<file path="src/rtl/timer_display_scan.sv">
// Three-digit M.SS multiplexed 7-segment driver for the music player timer.
// Optional paused-blink feature: define TIMER_DISPLAY_BLINK_EN.
module timer_display_scan #(
   parameter int SCAN_DIV     = 50000,
   parameter int GAP_CYCLES   = 4,
   parameter int BLINK_FRAMES = 64
) (
   input  logic       clk,
   input  logic       reset,
   input  logic [3:0] seconds0,
   input  logic [3:0] seconds1,
   input  logic [3:0] minutes0,
   input  logic       count,
   output logic [2:0] digit_en,
   output logic [6:0] segments,
   output logic       dp
);

   localparam int DIV_W = $clog2(SCAN_DIV);
   localparam logic [DIV_W-1:0] DIV_LAST = DIV_W'(SCAN_DIV - 1);
   localparam logic [DIV_W-1:0] GAP_PRE  = DIV_W'(GAP_CYCLES - 1);

   typedef enum logic [1:0] {S_MIN, S_SEC1, S_SEC0} state_t;

   state_t           state;
   state_t           state_nxt;
   logic [DIV_W-1:0] div;
   logic [3:0]       snap_min;
   logic [3:0]       snap_sec1;
   logic [3:0]       snap_sec0;
   logic [3:0]       digit_nxt;
   logic             slot_end;
   logic             frame_end;
   logic             vis;

   function automatic logic [6:0] seg_decode(input logic [3:0] bcd);
      case (bcd)
         4'd0:    seg_decode = 7'b1000000;
         4'd1:    seg_decode = 7'b1111001;
         4'd2:    seg_decode = 7'b0100100;
         4'd3:    seg_decode = 7'b0110000;
         4'd4:    seg_decode = 7'b0011001;
         4'd5:    seg_decode = 7'b0010010;
         4'd6:    seg_decode = 7'b0000010;
         4'd7:    seg_decode = 7'b1111000;
         4'd8:    seg_decode = 7'b0000000;
         4'd9:    seg_decode = 7'b0010000;
         default: seg_decode = 7'b0111111;
      endcase
   endfunction

   function automatic logic [2:0] anode(input state_t s);
      case (s)
         S_MIN:   anode = 3'b011;
         S_SEC1:  anode = 3'b101;
         S_SEC0:  anode = 3'b110;
         default: anode = 3'b111;
      endcase
   endfunction

   // The slot about to be shown; at frame end minutes come straight from the
   // inputs because the snapshot registers load on that same edge.
   always_comb begin
      slot_end  = (div == DIV_LAST);
      frame_end = slot_end && (state == S_SEC0);
      state_nxt = state;
      digit_nxt = snap_min;
      if (slot_end) begin
         case (state)
            S_MIN:   begin state_nxt = S_SEC1; digit_nxt = snap_sec1; end
            S_SEC1:  begin state_nxt = S_SEC0; digit_nxt = snap_sec0; end
            default: begin state_nxt = S_MIN;  digit_nxt = minutes0;  end
         endcase
      end else begin
         case (state)
            S_MIN:   digit_nxt = snap_min;
            S_SEC1:  digit_nxt = snap_sec1;
            default: digit_nxt = snap_sec0;
         endcase
      end
   end

   always_ff @(posedge clk) begin
      if (reset) begin
         state     <= S_MIN;
         div       <= '0;
         snap_min  <= '0;
         snap_sec1 <= '0;
         snap_sec0 <= '0;
         digit_en  <= 3'b111;
         segments  <= 7'b1111111;
         dp        <= 1'b1;
      end else begin
         state    <= state_nxt;
         div      <= slot_end ? '0 : div + 1'b1;
         segments <= seg_decode(digit_nxt);
         dp       <= (state_nxt != S_MIN);
         if (frame_end) begin
            snap_min  <= minutes0;
            snap_sec1 <= seconds1;
            snap_sec0 <= seconds0;
         end
         // Anodes only switch on at the gap end, so a late visibility change waits a slot.
         if (slot_end)
            digit_en <= 3'b111;
         else if (div == GAP_PRE && vis)
            digit_en <= anode(state);
      end
   end

`ifdef TIMER_DISPLAY_BLINK_EN
   localparam int FC_W = $clog2(BLINK_FRAMES + 1);
   localparam logic [FC_W-1:0] FC_LAST = FC_W'(BLINK_FRAMES - 1);

   logic [FC_W-1:0] frame_cnt;

   always_ff @(posedge clk) begin
      if (reset) begin
         frame_cnt <= '0;
         vis       <= 1'b1;
      end else if (count) begin
         frame_cnt <= '0;
         vis       <= 1'b1;
      end else if (frame_end) begin
         if (frame_cnt == FC_LAST) begin
            frame_cnt <= '0;
            vis       <= ~vis;
         end else begin
            frame_cnt <= frame_cnt + 1'b1;
         end
      end
   end
`else
   // Without blink the display is always visible; count has no effect.
   assign vis = count | 1'b1;
`endif

endmodule

</file>
<file path="config.mk">
export PLATFORM = sky130hd
export DESIGN_NAME = timer_display_scan
export DESIGN_NICKNAME = d
export VERILOG_FILES = /design/src/rtl/timer_display_scan.sv
export SDC_FILE = /design/constraint.sdc
export NUM_CORES = 1
export LEC_CHECK = 0
export CAP_MARGIN = 30
export CORE_UTILIZATION = 45
export CTS_CLUSTER_SIZE = 10
export DETAILED_ROUTE_END_ITERATION = 10
export GPL_ROUTABILITY_DRIVEN = 0
export MAX_ROUTING_LAYER = met4
export PLACE_DENSITY = 0.7
export SYNTH_ARGS = -nofsm -noshare
export SYNTH_HDL_FRONTEND = slang
export SYNTH_SLANG_ARGS = --single-unit
</file>
<file path="constraint.sdc">
create_clock -name clk -period 3.1 [get_ports clk]
set_clock_uncertainty 0.1 [all_clocks]
set_input_delay 0.465 -clock clk [delete_from_list [all_inputs] [get_ports clk]]
set_output_delay 0.465 -clock clk [all_outputs]
set_load 0.02 [all_outputs]
</file>
==> metrics.txt <==
starting density of the core 0.475; ys async rst share 0; vias per std cell roughly 5.2; sw frac 0.205; post-cts hold buffer count 0; period utilization 0.885; status finished, final reports clean; EDFF count, synth 0; kind of end point of the critical path register; clock slew at reported path FFs 80 ps; Tot Pwr 1.05 mW; Layout fillers 364; routed len/inst approximately 12 um; Final Worst Setup Slack 357 ps; Rows 23; Seq pwr share 0.517; DRT iter0 DRCs 63; H-Tree Depth 2; Routed Antenna Nets 0; post-CTS setup buffer count 0; post-place instance area 0.00220 mm2; DR vias 1,495; Synth-to-Final Area Change 20.3%; Synth area leaders dfxtp_1 43%, mux2i_1 12%, nor2_1 7.2%, mux2_2 3.5%, o21ai_0 3.4%; ANT cells 0; syn avg cell area approximately 9 um2; CTS tree built; max cap viols 0; CTS Buf Count 5; Int Power 0.831 mW; antenna violations before repair 0; WP data arrival 2830 ps; GR Overflow Total 0; vias in the first global route 1,307; crit path from div[12]$_SDFF_PP0_; CTS max path bufs 2; Die Y 67.4 um; CP max FO 12; CP bufs+invs 1; share of the yosys chip area belonging to registers 0.426; Warnings, synthesis 0; Power Dens Cells 451 mW/mm2; worst skew pair latency 300 ps; Sum Neg Setup Slack 0 ps; Place WS 364 ps; final setup violation count 0; leakage power between 0.9 and 1 nW; Tot GR Track Use 0.187; CP startpoint kind register; Final Hold Violating Endpoints 0; logic gate share of total power 0.057; post-synthesis net count 235; Syn Inst Count 216; class of the worst hold path register to register; Peak VDD IR 0.288 mV; IO Pins 26; Remaining DRCs 0; port bufs 24; Yosys top cell area share 0.426; global-route wire length before repair approximately 6000 um; Max Clock Freq 365 MHz; Setup CP Type register to register; largest net degree at the start of global routing 21; Post-Syn Area between 0.0015 and 0.002 mm2; Detailed Route WL between 3000 and 4000 um; die area 0.00455 mm2; Post-DP HPWL 2400 um; Multi-input gate area slightly above 0.001 mm2; Final Slew Violations 0; Final min period 2740 ps; most used flip-flop cell after synthesis dfxtp_1; die width roughly 67 um; Critical-path top delay cell or4_4; Psw 0.215 mW; Worst-Margin Slew ~710 ps; worst relative slew slack 0.512; CTS root buf clkbuf_8; critical path, cell by cell or4_4, nor4_4, buf_4, mux2_2, or2_2, a221o_1; Hold Startpoint div[0]$_SDFF_PP0_; post-CTS sizing 0; Finished Layout Cells 290; layout cells sized above 1 0.0875; post-synthesis register bit count 41; Worst Path Required 3190 ps; core area between 0.004 and 0.005 mm2; family with the most delay on the worst path simple AND/OR/NAND/NOR gates; register area 821 um2; Num Clock Sinks 41; Clk pwr share 0.425; Crit path largest cell delay 570 ps; detailed-router iteration count before antenna repair 4; RSZ-0062 raised after global routing no; Yosys top cell by area dfxtp_1; Layout Nets 258; dpl cells 282; worst r2r src div[12]$_SDFF_PP0_; Layout Cell Area excl Fill roughly 0.0023 mm2; Synth cell types 34
==> power groups by stage <==
stage | Clock, mW | Combinational [mW] | Sequential [mW]
after floorplan | 0 | 0.0185 | 0.561
after global placement | 0 | 0.0608 | 0.553
after detailed placement | 0 | 0.0606 | 0.553
after CTS | 0.457 | 0.0609 | 0.541
after global routing | 0.482 | 0.0658 | 0.542
final | 0.445 | 0.0601 | 0.541
==> logic make-up after synthesis <==
kind of cell,count (synthesis),share of synthesized area
fa+ha+maj,4,0.0260
mux,30,0.162
xor+xnor,13,0.0591
compound gates,22,0.0662
buf+inv,20,0.0442
flops,41,0.426
simple gates,86,0.216
==> cells in the final DEF, fill, tap and decap left out, types with 4 or more instances in the layout <==
cell type	instances
mux2_2	6
nand3_1	10
nor2_1	37
xnor2_1	7
clkdlybuf4s50_1	24
mux2i_1	23
nand2_1	16
ha_1	4
o21ai_0	13
xor2_1	6
clkbuf_8	6
nand4_1	5
inv_1	9
dfxtp_1	41
==> stage by stage <==
step                       util  hold slack, ps
after floorplan               -             318
after global placement    0.542             329
after detailed placement  0.542             337
after CTS                 0.571             355
after global routing      0.571             378
final                     0.571             356
==> sequential cells by signal, indices dropped and copies added, names as in the netlist <==
name and count:
dp 1, digit_en 3, snap_min 4, div 16, segments 7, snap_sec0 4
snap_sec1 4, state 2
==> cell usage after synthesis (2+ instances only) <==
cell type,n
and3_1,2
xnor2_1,7
nor4_1,2
xor2_1,6
nor2_1,37
or2_2,2
clkbuf_1,7
nor3_1,3
ha_1,4
nand2_1,16
nand3_1,10
or3_1,3
mux2_2,6
inv_1,9
o21ai_0,13
a211oi_1,2
dfxtp_1,41
mux2i_1,23
a21oi_1,3
nand4_1,5
buf_2,2
==> area by class of cell <==
cell class              count  area share
clock buffers               7      0.0373
well taps                  50      0.0270
clock inverters             1      0.0130
flip-flops and latches     41       0.354
inverters                   9      0.0146
repair buffers             27       0.113
multi-input cells         155       0.441
==> metal layers <==
| metal | wire length (um) | track usage | vias to the layer above |
|---|---|---|---|
| met2 | 1430 | 0.260 | 28 |
| li1 | - | - | 789 |
| met3 | 166 | 0.0557 | 8 |
| met1 | 1800 | 0.242 | 670 |
| met4 | 81 | 0.0957 | 0 |
| met5 | 0 | - | - |
==> final timing paths <==
check / endpoint / slack (ps) / cells past startpoint
min reg2reg: div[0]$_SDFF_PP0_ / 360 / 1
min: div[0]$_SDFF_PP0_ / 360 / 1
max: segments[2]$_SDFF_PP1_ / 360 / 6
max reg2reg: segments[2]$_SDFF_PP1_ / 360 / 6
Note: power is estimated with default switching activity, not from simulation.
